**src/rtl/cpu_controller.sv**
```systemverilog
`default_nettype none
// ============================================================================
// Module      : cpu_controller
// Description : Eight-phase instruction-cycle sequencer for the 5-bit-address
//               RISC CPU. Steps a phase counter and decodes the opcode held in
//               the instruction register into memory, IR, PC, accumulator and
//               data-bus strobes. A HLT opcode freezes the machine until rst.
// Revision    : 1.0 - initial release
// ============================================================================
module cpu_controller #(
    parameter int NPHASE = 8
) (
    input  logic       clk,
    input  logic       rst,
    input  logic [2:0] opcode,
    input  logic       zero,
    output logic       sel,
    output logic       rd,
    output logic       ld_ir,
    output logic       inc_pc,
    output logic       ld_pc,
    output logic       halt,
    output logic       data_e,
    output logic       ld_ac,
    output logic       wr,
    output logic [2:0] phase
);

    typedef enum logic [2:0] {
        PH_INST_ADDR  = 3'd0,
        PH_INST_FETCH = 3'd1,
        PH_INST_LOAD  = 3'd2,
        PH_IDLE       = 3'd3,
        PH_OP_ADDR    = 3'd4,
        PH_OP_FETCH   = 3'd5,
        PH_ALU_OP     = 3'd6,
        PH_STORE      = 3'd7
    } phase_t;

    localparam logic [2:0] c_OP_HLT  = 3'd0;
    localparam logic [2:0] c_OP_SKZ  = 3'd1;
    localparam logic [2:0] c_OP_ADD  = 3'd2;
    localparam logic [2:0] c_OP_AND  = 3'd3;
    localparam logic [2:0] c_OP_XOR  = 3'd4;
    localparam logic [2:0] c_OP_LDA  = 3'd5;
    localparam logic [2:0] c_OP_STO  = 3'd6;
    localparam logic [2:0] c_OP_JMP  = 3'd7;
    localparam logic [2:0] c_PH_LAST = 3'(NPHASE - 1);

    phase_t r_phase;
    phase_t w_phase_nxt;
    logic   r_halted;
    logic   w_halted_nxt;

    // Decode view of the state: while rst is held the strobes already look
    // like phase 0 so no partial strobes from an interrupted phase escape.
    phase_t w_dec_phase;
    logic   w_dec_halted;
    logic   w_is_hlt;
    logic   w_is_skz;
    logic   w_is_sto;
    logic   w_is_jmp;
    logic   w_is_aluop;

    assign w_dec_phase  = rst ? PH_INST_ADDR : r_phase;
    assign w_dec_halted = r_halted & ~rst;
    assign w_is_hlt     = (opcode == c_OP_HLT);
    assign w_is_skz     = (opcode == c_OP_SKZ);
    assign w_is_sto     = (opcode == c_OP_STO);
    assign w_is_jmp     = (opcode == c_OP_JMP);
    assign w_is_aluop   = (opcode == c_OP_ADD) | (opcode == c_OP_AND) |
                          (opcode == c_OP_XOR) | (opcode == c_OP_LDA);
    assign phase        = r_phase;

    // State register: phase counter and sticky halt flag.
    always_ff @(posedge clk) begin
        if (rst) begin
            r_phase  <= PH_INST_ADDR;
            r_halted <= 1'b0;
        end else begin
            r_phase  <= w_phase_nxt;
            r_halted <= w_halted_nxt;
        end
    end

    // Next state: free-running wrap through all phases, frozen once halted.
    always_comb begin
        w_phase_nxt  = r_phase;
        w_halted_nxt = r_halted;
        if (!r_halted) begin
            if (r_phase == c_PH_LAST) begin
                w_phase_nxt = PH_INST_ADDR;
            end else begin
                w_phase_nxt = phase_t'(r_phase + 3'd1);
            end
            if ((r_phase == PH_OP_ADDR) && w_is_hlt) begin
                w_halted_nxt = 1'b1;
            end
        end
    end

    // Strobe decode from phase, opcode and zero flag.
    always_comb begin
        sel    = 1'b0;
        rd     = 1'b0;
        ld_ir  = 1'b0;
        inc_pc = 1'b0;
        ld_pc  = 1'b0;
        halt   = 1'b0;
        data_e = 1'b0;
        ld_ac  = 1'b0;
        wr     = 1'b0;
        if (w_dec_halted) begin
            halt = 1'b1;
        end else begin
            case (w_dec_phase)
                PH_INST_ADDR: begin
                    sel = 1'b1;
                end
                PH_INST_FETCH: begin
                    sel = 1'b1;
                    rd  = 1'b1;
                end
                PH_INST_LOAD, PH_IDLE: begin
                    sel   = 1'b1;
                    rd    = 1'b1;
                    ld_ir = 1'b1;
                end
                PH_OP_ADDR: begin
                    inc_pc = ~w_is_hlt;
                    halt   = w_is_hlt;
                end
                PH_OP_FETCH: begin
                    rd = w_is_aluop;
                end
                PH_ALU_OP: begin
                    rd     = w_is_aluop;
                    inc_pc = w_is_skz & zero;
                    ld_pc  = w_is_jmp;
                    data_e = w_is_sto;
                end
                PH_STORE: begin
                    rd     = w_is_aluop;
                    ld_ac  = w_is_aluop;
                    ld_pc  = w_is_jmp;
                    wr     = w_is_sto;
                    data_e = w_is_sto;
                end
                default: begin
                    sel = 1'b0;
                end
            endcase
        end
    end

endmodule
`default_nettype wire

```
**config.mk**
```make
export PLATFORM = sky130hd
export DESIGN_NAME = cpu_controller
export DESIGN_NICKNAME = d
export VERILOG_FILES = /design/src/rtl/cpu_controller.sv
export SDC_FILE = /design/constraint.sdc
export NUM_CORES = 1
export LEC_CHECK = 0
export ABC_CLOCK_PERIOD_IN_PS = 2700
export CAP_MARGIN = 20
export CORE_AREA = 4 4 41 43
export CTS_BUF_LIST = sky130_fd_sc_hd__clkbuf_4 sky130_fd_sc_hd__clkbuf_8 sky130_fd_sc_hd__clkbuf_16
export DETAILED_ROUTE_END_ITERATION = 7
export DIE_AREA = 0 0 45 47
export PLACE_DENSITY = 0.55
export RECOVER_POWER = 50
export SLEW_MARGIN = 20
export SYNTH_ARGS = -nofsm -noshare
export SYNTH_HDL_FRONTEND = slang
export SYNTH_SLANG_ARGS = --single-unit
export TNS_END_PERCENT = 30
```
**constraint.sdc**
```tcl
create_clock -name clk -period 2.7 [get_ports clk]
set_clock_uncertainty 0.2 [all_clocks]
set_input_delay 0.81 -clock clk [delete_from_list [all_inputs] [get_ports clk]]
set_output_delay 0.81 -clock clk [all_outputs]
set_load 0.01 [all_outputs]
```
==> results of run 1 <==
[placed cells by master, fill, tap and decap left out, drive strengths merged, types with 2 or more instances in the layout]
cell type,Yosys,layout
nor3,5,5
clkdlybuf4s50,0,2
ha,3,3
nor2,2,2
clkdlybuf4s15,0,2
clkbuf,1,4
dfxtp,4,4
buf,2,20
or3,2,2
inv,3,3
mux2i,2,2
nand2b,2,2
[sequential cells by signal, indices dropped and copies added (netlist names)]
register / count
r_halted: 1
phase: 3
[timing repair]
action	4_1_cts	5_1_grt
hold buffers	0	0
resized for setup	56	1
endpoints found under the setup margin	9	7
buffers inserted	0	0
pin swaps	4	2
[kinds of logic (layout without fill, tap and decap cells)]
family | after synthesis | after routing | synth area share [%]
simple gates | 18 | 18 | 30.9
compound gates | 6 | 6 | 17.5
buf+inv | 6 | 33 | 10.5
flops | 4 | 4 | 22.5
fa+ha+maj | 3 | 3 | 10.5
mux | 2 | 2 | 5.61
xor+xnor | 1 | 1 | 2.46
[power groups by stage]
stage / combinational (mW) / clock, mW / sequential, mW
floorplan: 0.0296 / 0 / 0.0733
global placement: 0.0733 / 0 / 0.0732
detailed placement: 0.0734 / 0 / 0.0730
CTS: 0.0721 / 0.0805 / 0.0720
global route: 0.0794 / 0.0846 / 0.0740
finish: 0.0724 / 0.0765 / 0.0720
[routing by layer]
metal	vias up	global-route usage [%]	routed length (microns)
li1	200	-	-
met1	190	15.2	466
met4	0	5.26	11
met3	2	4.60	49
met2	11	16.9	520
met5	-	0	0
[how the worst max path moves through the flow]
| stage | start | end | slack, ns | depth (start not counted) |
|---|---|---|---|---|
| 4_1_cts | opcode[2] | halt | -0.13 | 4 |
| 3_3_place_gp | opcode[2] | inc_pc | -0.88 | 4 |
| 2_1_floorplan | opcode[2] | inc_pc | 0.1 | 2 |
| 6_report | opcode[2] | inc_pc | -0.06 | 4 |
| 5_1_grt | opcode[2] | inc_pc | -0.11 | 4 |
| 3_5_place_dp | opcode[2] | inc_pc | -0.91 | 4 |
[through the flow]
step	total power [mW]	TNS, ns
2_1_floorplan	0.103	0
3_3_place_gp	0.147	-6.34
3_5_place_dp	0.146	-6.43
4_1_cts	0.225	-0.219
5_1_grt	0.238	-0.377
6_report	0.221	-0.116
[worst register-to-register path, delay by kind of cell, from the launching register on]
family | cells | cell delay, ns
fa+ha+maj | 2 | 0.38
flops | 1 | 0.36
simple gates | 1 | 0.30
compound gates | 1 | 0.12
[cell type report]
type,instances,area [sq um]
fill,145,696
multi-input combinational,30,270
timing repair buffer,27,203
sequential,4,80.1
clock buffer,3,22.5
tap,15,18.8
inverter,3,11.3
==> impl_results.md, run 1 <==
* Hold Path Origin: phase[0]
* CTS sink count at 4
* Netlist cell types at 24
* Die ar. at 2120 sq um
* WL final at about 1000 microns
* Sequential power share at 32.6%
* Clk slew on worst S/H paths at roughly 0.04 ns
* Peak Freq at 0.362 GHz
* Int Pwr at ~0.15 mW
* Setup CP Type: in2out
* DIE WIDTH at between 40 and 50 microns
* First drt pass iteration count at 4
* Synth Warn # at 0
* Sequential area share after synthesis at ~22%
* Mapped Area at 357 sq um
* Post-synth top area share at ~22%
* Unrepaired setup endpoints after global routing: yes
* Hold Slack at 0.357 ns
* Finished Core Util at 46.5%
* Highest net fanout along the worst path at 3
* Layout cells sized above 1 at 49.3%
* Top FF cell, synth: dfxtp_1
* FF-to-FF path depth at 4
* Cell area after layout at 606 sq um
* Initial Util at a little over a quarter
* Slew Limit Headroom at approximately 81%
* WP buf/inv at 2
* Largest net degree at the start of global routing at 8
* Die height at 47 microns
* CP Data Arrival Time at 1.75 ns
* WHS Path Cells at 2
* Vias in the first global route at 393
* Top-count cell post-synth: nor3_1
* TritonCTS Buffers at 3
* CTS Buffer Depth at 2
* Number of synthesized flops with an enable pin at 0
* Antenna cells at 0
* Synth top cells by count: nor3_1, dfxtp_1, ha_1, inv_1
* Final Cycle Share at 102%
* DP HPWL at slightly below 800 microns
* Post-route ant nets at 0
* Row count at 13
* CP endpoint kind: output port
* Status: finished with violations
* I/O pins at 18
* Worst Hold End: phase[0]
* Max cap viols at 0
* FF-to-FF End: phase[0]
* CP Cell Sequence: buf_6 > or3b_4 > a2111oi_4 > buf_2
* Placed cell area at around 600 sq um
* Global-route wire length before repair at 1740 microns
* Dpl cells at 79
* Yosys reg bits at 4
* CTS H-tree depth at 1
* GPL Wtd Cong at 0.749
* Setup WS post-layout at -0.0604 ns
* Core ar. at between 1000 and 1500 sq um
* FF-to-FF Start: phase[0]
* Synth Net Count at a little under 50
* GR Overflow Total at 0
* Total track usage at a little under an eighth
* Pre-CTS WS at -0.911 ns
* Crit-path leading delay family: simple AND/OR/NAND/NOR gates
* Fin cells at 82
* Layout area overhead at 69.8%
* Net count, final at 78
* Logic pwr share at 32.8%
* Slew Viols, Final at 0
* Clock Power Share at 34.6%
* Final setup fails at 2
* Slowest CP cell: or3b_4
* Failing checks: setup timing
* Syn Area/Cell at 8.91 sq um
* Worst-Skew Late Latency at roughly 0.24 ns
* Switching share of total power at 30.7%
* Post-route minimum period at 2.76 ns
* Avg WL per Cell at 12.8 microns
* # port buffers at 17
* Post-synth top area cell: dfxtp_1
* Reg2reg setup slack at 1.27 ns
* # DRC at 0
* Final hold vios at 0
* Leak at approximately 0.27 nW
* Syn Inst Count at 40
* Setup crit start kind: input pin
* TritonCTS clock tree: built
* Slowest stage delay, CP at 0.39 ns
* Vias at between 400 and 500
* Vias/cell at between 4 and 5
* Worst-Margin Slew at 0.284 ns
* Synth top area cells: dfxtp_1, ha_1, a2111oi_4
* Synth async-reset ratio at 0%
* Clock root buffer master: clkbuf_4
* Worst EP required at 1.69 ns
* Initial antenna violation count at 0
* Net Sw Power at 0.0679 mW
* PwrDens at 365 nW/um^2
* First DRT Iteration DRCs at 11
* VDD IR max at between 150 and 200 uV
* Worst min-delay path class: reg2reg
No activity file was read; power rests on OpenSTA's default activity.
==> inputs of run 2 (changes only) <==
Settings changed: SLEW_MARGIN 20 to 30.
==> results of run 2 <==
No change in the layout: final DEF, timing and power equal those of run 1.
==> inputs of run 3 (changes only) <==
Settings changed: ABC_AREA set to 1, PLACE_DENSITY 0.55 to 0.53, REMOVE_ABC_BUFFERS set to 1.
==> run 3 against run 2 <==
Clock-buffer cell count unchanged. Cell count up 16%. Utilization down 2.4 points. The run now ends clean. Die area unchanged. Worst hold slack worse by 0.012 ns. Routed wire length down 2.2%. Register-to-register slack better by 0.14 ns.
==> impl_results.md, run 3 <==
* Status: completed
* Layout area overhead at 78.6%
* Highest net fanout along the worst path at 3
* DP HPWL at between 700 and 800 microns
* Vias/cell at 4.47
* Vias at 425
* Top-count cell post-synth: nand2_1
* Synth Warn # at 0
* GRT Max-Usage Layer: met2
* Mapped Area at 322 sq um
* Dpl cells at 90
* WL final at between 1000 and 1500 microns
* Number of synthesized flops with an enable pin at 0
* VDD IR max at 377 uV
* Logic pwr share at 27.3%
* Row count at 13
* # DRC at 0
* Hold Slack at between 0.3 and 0.4 ns
* Met1 global-route usage at 12.9%
* First drt pass iteration count at 1
* Netlist cell types at 16
* Int Pwr at ~0.14 mW
* Layout cells sized above 1 at between 40% and 50%
* Total track usage at 11.8%
* Most frequent cells in the layout: nand2_1, nor2_1, buf_2
* Syn Area/Cell at just over 6 sq um
* Global-route wire length before repair at 1720 microns
* Slew Viols, Final at 0
* Post-synth top area cell: dfxtp_1
* Synth async-reset ratio at 0%
* TritonCTS clock tree: built
* Core ar. at 1300 sq um
* GR Util met3 at 5.75%
* Final hold vios at 0
* Largest register FFs at 3
* Clk slew on worst S/H paths at 0.04 ns
* Fin cells at 95
* CP Data Arrival Time at 1.58 ns
* Synth top cells by count: nand2_1, nor2_1, inv_1
* GR Overflow Total at 0
* Yosys reg bits at 4
* Worst-Margin Slew at approximately 0.29 ns
* CTS sink count at 4
* Syn Inst Count at between 50 and 60
* Setup CP Type: in2out
* Final setup fails at 0
* GPL Wtd Cong at 0.769
* PwrDens at 344 nW/um^2
* Antenna cells at 0
* Net count, final at 91
* Clock Power Share at 36.9%
* DIE WIDTH at 45 microns
* Crit-path leading delay family: buffers and inverters
* Vias in the first global route at 429
* Post-route minimum period at 2.59 ns
* Worst min-delay path class: reg2reg
* Synth top area cells: dfxtp_1, nand2_1, ha_1
* Finished Core Util at between 40% and 50%
* CP endpoint kind: output port
* I/O pins at 18
* Slowest CP cell: buf_2
* Initial Util at between 20% and 30%
* Die ar. at approximately 2100 sq um
* Net Sw Power at about 0.060 mW
* Avg WL per Cell at 10.8 microns
* Clock root buffer master: clkbuf_4
* Die height at 47 microns
* Setup crit start kind: input pin
* Peak Freq at 0.386 GHz
* CP Cell Sequence: clkbuf_2 > inv_1 > nand3_2 > nor2_1 > nand2_1 > a21oi_2 > buf_2
* TritonCTS Buffers at 3
* CTS Buffer Depth at 2
* Leak at 0.310 nW
* Met2 Track Usage GR at 19.2%
* Worst EP required at 1.69 ns
* Post-route ant nets at 0
* Slowest stage delay, CP at 0.14 ns
* Worst-Skew Late Latency at ~0.23 ns
* Most common cell after layout, fill and taps aside: nand2_1
* Switching share of total power at 30.4%
* Top FF cell, synth: dfxtp_1
* Unrepaired setup endpoints after global routing: no
* Slew Limit Headroom at between 80% and 90%
* Initial antenna violation count at 0
* Sequential power share at 35.9%
* Largest net degree at the start of global routing at 8
* WP buf/inv at 3
* Fill count at 149
* Sequential area share after synthesis at 24.9%
* # port buffers at 17
* Post-synth top area share at between 20% and 30%
* CTS H-tree depth at 1
* Final Cycle Share at 95.8%
* First DRT Iteration DRCs at 0
* Max cap viols at 0
[run 3: cell types whose count changed in the layout (fill, tap and decap cells not counted), sizes merged, moves of 3 or more]
cell	delta
buf	-5
clkbuf	+3
inv	+4
nand2	+14
nor2	+8
[run 3: metal layers]
layer | part of all wire [%] | up-vias
met4 | 1.4 | 0
li1 | - | 223
met5 | 0 | -
met1 | 40 | 187
met3 | 8.4 | 2
met2 | 50 | 13
[run 3: worst paths after layout]
check / start / endpoint / slack [ns] / depth (start not counted)
worst max register to register: phase[1] / phase[1] / 1.41 / 4
worst min-delay path: phase[0] / phase[0] / 0.34 / 2
worst max-delay path: rst / inc_pc / 0.11 / 7
worst min register to register: phase[0] / phase[0] / 0.34 / 2
[run 3: cell type report]
| type | count | area, sq um | area share, % |
|---|---|---|---|
| sequential | 4 | 80.1 | 13.9 |
| multi-input combinational | 41 | 259 | 45.1 |
| timing repair buffer | 25 | 168 | 29.2 |
| clock buffer | 3 | 22.5 | 3.92 |
| tap | 15 | 18.8 | 3.27 |
| inverter | 7 | 26.3 | 4.58 |
[run 3: logic make-up (layout without fill, tap and decap cells)]
kind of cell,Yosys count,count (layout),share of synthesized area (%)
simple gates,33,33,46.7
buf+inv,7,35,8.17
compound gates,5,5,8.56
flops,4,4,24.9
fa+ha+maj,3,3,11.7
[run 3: power groups by stage]
| stage | Clock, mW | Sequential (mW) | Combinational (mW) |
|---|---|---|---|
| detailed placement | 0 | 0.0707 | 0.0572 |
| global placement | 0 | 0.0706 | 0.0577 |
| CTS | 0.0755 | 0.0707 | 0.0560 |
| floorplan | 0 | 0.0711 | 0.0235 |
| finish | 0.0728 | 0.0708 | 0.0538 |
| global route | 0.0795 | 0.0716 | 0.0612 |
[run 3: tightest hold or removal path: stages, from the launching register on]
cell     delay, ns
dfxtp_1       0.33
nor2_1        0.11
nor3_1        0.05
[run 3: timing repair]
action / 4_1_cts / 5_1_grt
endpoints found under the hold margin: 0 / 0
pin swaps: 8 / 2
resized for setup: 50 / 6
gates cloned: 0 / 0
hold buffers: 0 / 0
setup endpoints to repair: 9 / 4
setup buffers: 2 / 0
[run 3: through the flow]
stage / setup WS (ns) / total power [mW] / instance area [sq um] / setup TNS (ns)
global route: 0.0393 / 0.212 / 574 / 0
finish: 0.112 / 0.197 / 574 / 0
floorplan: 0.346 / 0.0946 / 322 / 0
global placement: -0.643 / 0.128 / 556 / -5.21
CTS: 0.0133 / 0.202 / 577 / 0
detailed placement: -0.630 / 0.128 / 556 / -5.12
